--- config.mk ---
export PLATFORM = sky130hd
export DESIGN_NAME = decoder_pipe
export DESIGN_NICKNAME = d
export VERILOG_FILES = /design/src/rtl/decoder_pkg.sv /design/src/rtl/decoder_skid.sv /design/src/rtl/decoder_pipe.sv
export SDC_FILE = /design/constraint.sdc
export NUM_CORES = 1
export LEC_CHECK = 0
export CORE_MARGIN = 2
export CORE_UTILIZATION = 25
export DETAILED_ROUTE_END_ITERATION = 10
export SLEW_MARGIN = 0
export SYNTH_ARGS = -nofsm -noshare
export SYNTH_HDL_FRONTEND = slang
export SYNTH_SLANG_ARGS = --single-unit
--- constraint.sdc ---
create_clock -name clk -period 1.55 [get_ports clk]
set_input_delay 0.3875 -clock clk [delete_from_list [all_inputs] [get_ports clk]]
set_output_delay 0.3875 -clock clk [all_outputs]
set_load 0.02 [all_outputs]
--- src/rtl/decoder_pkg.sv ---
// rtl/decoder_pkg.sv - shared constants and result layout for the opcode decoder
package decoder_pkg;

   localparam int DEC_IN_W  = 5;
   localparam int DEC_OUT_W = 32;
   localparam int DEC_CNT_W = 8;

   // Result word held in each elastic-buffer entry (default configuration layout)
   typedef struct packed {
      logic [DEC_OUT_W-1:0] onehot;
      logic                 illegal;
      logic [DEC_IN_W-1:0]  opcode;
   } dec_result_t;

endpackage

--- src/rtl/decoder_skid.sv ---
// rtl/decoder_skid.sv - generic 2-entry valid/ready elastic buffer (main + skid)
module decoder_skid #(
   parameter int W = 8
) (
   input  logic         clk,
   input  logic         rst_n,
   input  logic         in_valid_i,
   output logic         in_ready_o,
   input  logic [W-1:0] in_data_i,
   output logic         out_valid_o,
   input  logic         out_ready_i,
   output logic [W-1:0] out_data_o
);

   logic         main_valid_q, main_valid_d;
   logic         skid_valid_q, skid_valid_d;
   logic [W-1:0] main_data_q, main_data_d;
   logic [W-1:0] skid_data_q, skid_data_d;
   logic         accept;
   logic         drain;

   // in_ready comes straight from the skid flag so out_ready never reaches it combinationally
   assign in_ready_o  = ~skid_valid_q;
   assign accept      = in_valid_i & ~skid_valid_q;
   assign drain       = main_valid_q & out_ready_i;
   assign out_valid_o = main_valid_q;
   assign out_data_o  = main_data_q;

   // Occupancy transitions: skid refills main on drain, new items fill main first then skid
   always_comb begin
      main_valid_d = main_valid_q;
      main_data_d  = main_data_q;
      skid_valid_d = skid_valid_q;
      skid_data_d  = skid_data_q;
      if (drain) begin
         if (skid_valid_q) begin
            main_data_d  = skid_data_q;
            skid_valid_d = 1'b0;
         end else if (accept) begin
            main_data_d = in_data_i;
         end else begin
            main_valid_d = 1'b0;
         end
      end else if (accept) begin
         if (main_valid_q) begin
            skid_data_d  = in_data_i;
            skid_valid_d = 1'b1;
         end else begin
            main_data_d  = in_data_i;
            main_valid_d = 1'b1;
         end
      end
   end

   // Buffer registers; reset discards everything held
   always_ff @(posedge clk or negedge rst_n) begin
      if (!rst_n) begin
         main_valid_q <= 1'b0;
         main_data_q  <= '0;
         skid_valid_q <= 1'b0;
         skid_data_q  <= '0;
      end else begin
         main_valid_q <= main_valid_d;
         main_data_q  <= main_data_d;
         skid_valid_q <= skid_valid_d;
         skid_data_q  <= skid_data_d;
      end
   end

endmodule

--- src/rtl/decoder_pipe.sv ---
// rtl/decoder_pipe.sv - pipelined one-hot opcode decoder with illegal-opcode counter
module decoder_pipe
   import decoder_pkg::*;
#(
   parameter int IN_W  = DEC_IN_W,
   parameter int OUT_W = DEC_OUT_W,
   parameter int CNT_W = DEC_CNT_W
) (
   input  logic             clk,
   input  logic             rst_n,
   input  logic             in_valid,
   output logic             in_ready,
   input  logic [IN_W-1:0]  in_opcode,
   input  logic             in_enable,
   output logic             out_valid,
   input  logic             out_ready,
   output logic [OUT_W-1:0] out_onehot,
   output logic             out_illegal,
   output logic [IN_W-1:0]  out_opcode,
   output logic [CNT_W-1:0] illegal_cnt,
   input  logic             cnt_clr
);

   // Same field order as dec_result_t, sized by this instance's parameters
   typedef struct packed {
      logic [OUT_W-1:0] onehot;
      logic             illegal;
      logic [IN_W-1:0]  opcode;
   } result_t;

   localparam int               RES_W   = $bits(result_t);
   localparam logic [IN_W:0]    OUT_W_L = (IN_W + 1)'(OUT_W);
   localparam logic [CNT_W-1:0] CNT_MAX = '1;

   if (IN_W < 1 || IN_W > 8 || CNT_W < 1 || CNT_W > 16 ||
       OUT_W < 2 || OUT_W > (1 << IN_W)) begin : g_bad_params
      $error("decoder_pipe: illegal IN_W/OUT_W/CNT_W combination");
   end

   result_t          dec_res;
   result_t          out_res;
   logic [RES_W-1:0] out_bits;
   logic             accept;
   logic [CNT_W-1:0] cnt_q, cnt_d;

   // Decode: opcodes with no output line flag illegal; disabled items decode to all-zero
   always_comb begin
      dec_res        = '0;
      dec_res.opcode = in_opcode;
      if (in_enable) begin
         if ({1'b0, in_opcode} < OUT_W_L) begin
            dec_res.onehot = {{(OUT_W-1){1'b0}}, 1'b1} << in_opcode;
         end else begin
            dec_res.illegal = 1'b1;
         end
      end
   end

   decoder_skid #(.W(RES_W)) u_skid (
      .clk         (clk),
      .rst_n       (rst_n),
      .in_valid_i  (in_valid),
      .in_ready_o  (in_ready),
      .in_data_i   (dec_res),
      .out_valid_o (out_valid),
      .out_ready_i (out_ready),
      .out_data_o  (out_bits)
   );

   assign out_res     = result_t'(out_bits);
   assign out_onehot  = out_res.onehot;
   assign out_illegal = out_res.illegal;
   assign out_opcode  = out_res.opcode;
   assign accept      = in_valid & in_ready;
   assign illegal_cnt = cnt_q;

   // Saturating illegal counter; clear beats a same-edge increment
   always_comb begin
      cnt_d = cnt_q;
      if (cnt_clr) begin
         cnt_d = '0;
      end else if (accept && dec_res.illegal && cnt_q != CNT_MAX) begin
         cnt_d = cnt_q + 1'b1;
      end
   end

   // Counter register
   always_ff @(posedge clk or negedge rst_n) begin
      if (!rst_n) begin
         cnt_q <= '0;
      end else begin
         cnt_q <= cnt_d;
      end
   end

endmodule

==> results of run 1 <==
[metrics by stage]
stage / utilization / instance area [µm²] / hold slack, ns / setup WS (ns) / TNS, ns
floorplan: - / 4070 / 0.0919 / -0.0282 / -0.170
CTS: 0.368 / 5630 / 0.476 / -0.0705 / -1.17
global placement: 0.338 / 5170 / 0.346 / -0.478 / -28.26
detailed placement: 0.338 / 5170 / 0.347 / -0.502 / -30.75
finish: 0.378 / 5780 / 0.471 / -0.0665 / -1.68
global route: 0.378 / 5780 / 0.493 / -0.0914 / -2.94
[layout by cell type (no fill, tap or decap), types with 3 or more instances in the layout]
cell and count:
buf_6 3, nand4b_1 3, mux2_2 10, clkdlybuf4s50_1 3, dfrtp_1 82, o41ai_2 6
mux2_4 25, and4_1 12, a31oi_1 12, inv_1 15, clkbuf_1 3, nand2_1 45
clkbuf_16 12, buf_4 50, nor2b_1 10, buf_12 8, mux2i_1 12, dlygate4sd2_1 51
o31ai_2 7, nand4_1 21, o21ai_0 14, o31ai_1 23
[critical path, cell delays in order, from the launching register on]
cell and delay, ns:
dfrtp_2 0.44, buf_6 0.13, mux2i_4 0.18, a21oi_4 0.14, buf_12 0.16, clkbuf_16 0.15, mux2_4 0.29
[power by group through the flow]
stage | Combinational (mW) | Sequential [mW] | Clock, mW
2_1_floorplan | 1.29 | 2.78 | 0
3_3_place_gp | 2.32 | 2.65 | 0
3_5_place_dp | 2.36 | 2.65 | 0
4_1_cts | 2.61 | 2.61 | 2.16
5_1_grt | 3.10 | 2.65 | 2.28
6_report | 2.92 | 2.61 | 2.10
[state kept, by name, indices dropped and copies added (netlist names)]
register and cells:
u_skid.skid_valid_q 1, illegal_cnt 8, u_skid.skid_data_q 37, u_skid.out_valid_o 1
u_skid.out_data_o 37
[worst min-delay path by stage]
stage	from	to	slack [ns]	cells past startpoint
6_report	u_skid.skid_data_q[18]	u_skid.skid_data_q[18]	0.47	2
5_1_grt	u_skid.skid_data_q[26]	u_skid.skid_data_q[26]	0.49	2
4_1_cts	u_skid.skid_data_q[32]	u_skid.skid_data_q[32]	0.48	2
3_5_place_dp	rst_n	illegal_cnt[7]	0.35	1
3_3_place_gp	rst_n	illegal_cnt[7]	0.35	1
2_1_floorplan	rst_n	illegal_cnt[0]	0.09	0
[cell type report]
type                            instances  area (µm²)  share of cell area
Clock buffer                           13         250              0.0433
Clock inverter                          2        35.0             0.00606
Timing Repair Buffer                  123        1220               0.210
Multi-Input combinational cell        220        1860               0.321
Tap cell                              211         264              0.0457
Sequential cell                        84        2100               0.364
Inverter                               15        56.3             0.00974
[repair_timing]
item / 4_1_cts / 5_1_grt
hold buffers: 1 / 0
endpoints found under the hold margin: 26 / 0
buffers inserted: 4 / 0
cloned: 2 / 3
resized for setup: 82 / 16
endpoints found under the setup margin: 121 / 48
pin swaps: 1 / 1
[Yosys cell counts (all sizes together)]
cell type  number  share of area
a21oi           3         0.0047
a31oi          12          0.019
and2            1         0.0016
and3            1         0.0016
and4           12          0.027
buf            18          0.028
clkbuf         25          0.024
conb            1        0.00095
dfrtp          84           0.53
inv            15          0.014
mux2           35           0.10
mux2i          13          0.033
nand2          45          0.043
nand2b          2         0.0032
nand3           1         0.0013
nand4          21          0.033
nand4b          3         0.0066
nand4bb         1         0.0028
nor2            1        0.00095
nor2b          10          0.016
nor4bb          3         0.0076
o21ai          14          0.018
o31ai          30          0.057
o41ai          10          0.024
or4b            1         0.0035
[routing by layer]
layer  wire (µm)  global-route usage
met5           0                   0
met4          79              0.0361
met3         462              0.0332
met2        5250               0.213
met1        4740               0.166
[kinds of logic (layout without fill, tap and decap cells)]
logic type / after synthesis / in the layout
AO/OA/AOI/OAI: 69 / 69
buffers and inverters: 58 / 153
flip-flops: 84 / 84
multiplexers: 48 / 48
other: 1 / 1
AND/OR/NAND/NOR: 102 / 102
==> metrics.cfg, run 1 <==
[outcome]
status=finished with violations
violations=setup timing

[die]
die-area_um2=16800
io-pin-count=59
core_area_um2=15300
rows=45
initial_core_util=0.258
die_h_um=130
die_w_um=130

[routing]
first_pass_iters=5
vias=3191
finalWirelength_um=10500
ant_nets=0
first_iter_violations=277
drc_errors=0
via_per_inst=4.78
wl_per_cell_um=15.8

[synthesis]
syn-num-nets=373
synth-adder-area-share=0
muxShareOfSynthArea=0.133
syn_area_per_cell_um2=10.9
synth_top_family_by_area=simple AND/OR/NAND/NOR gates
synth_area_um2=3960
synth_compound_area_frac=0.122
yosys_warnings=0
ys_seq_elements=84
synth.distinct_cells=31
yosys.area_share.xor_xnor=0
ys_seq_area_frac=0.531
yosys.area_share.simple=0.147
syn-instance-count=362

[clocking]
clock_sink_count=84
cts_buffers=9
cts.clk_slew.worst_paths_ns=0.06
worstSkewPairLatency_ns=0.34
htreeDepth=3
clockBufferDepth=2
cts_root_buffer=clkbuf_16
cts_tree=done

[layout]
drive_above_1_share=0.300
syn_to_final_growth_pct=46.1
nets=464
fill_cells=1553
layout.cells.non_filler=668
n_antenna_cell=0

[sta]
final-setup-viol-count=39
fmax_mhz=619
drv_slew=0
rsz0062_at_grt=yes
timing.final.ws_setup_ns=-0.0665
fin_crit_ns=1.62
hold_violations=0
finClkSkew_ns=0.00951
fin_crit_sh=1.04

[critical_path]
cp_max_fo=5
worstPathRequired_ns=1.77
rr_worst_depth=6
criticalPathCategory=flip-flop to flip-flop
start_kind=flip-flop
cp-startpoint=u_skid.skid_valid_q
cp-end-kind=flip-flop
reg2reg_setup_slack_ns=-0.07
reg2reg_from=u_skid.skid_valid_q
arrival_ns=1.84
worst_r2r_endpoint=u_skid.out_data_o[32]
cp-endpoint=u_skid.out_data_o[32]

[power]
clockPowerShare=0.275
p_switching_mw=2.42
p_seq_frac=0.342
vdd_ir_drop_max_uv=712
p_sw_frac=0.317
comb_power_share=0.383
power.density_nw_per_um2=1320
p_leak_nw=2.74
p_int_mw=5.21
power.total_mw=7.63

[hold_path]
hold_path_class=flip-flop to flip-flop

[flow_run]
maxCapViolCount=0

[grt]
grt_overflow=0
grt_max_degree=31
antenna_found_initial=0
grt_pass1_vias=3166
groute.usage.overall=0.128
grt_pass1_wl_um=16800

[placed_design]
numPortBuffers=57
dp_hpwl_um=7070
gp_congestion=0.796
dp.cells=644

Power figures use the tool's default switching activity.
==> run 2: changes to the inputs <==
ABC_CLOCK_PERIOD_IN_PS = 1550   (was not set)
==> results of run 2 <==
The final DEF is identical to that of run 1; final timing and power are the same.
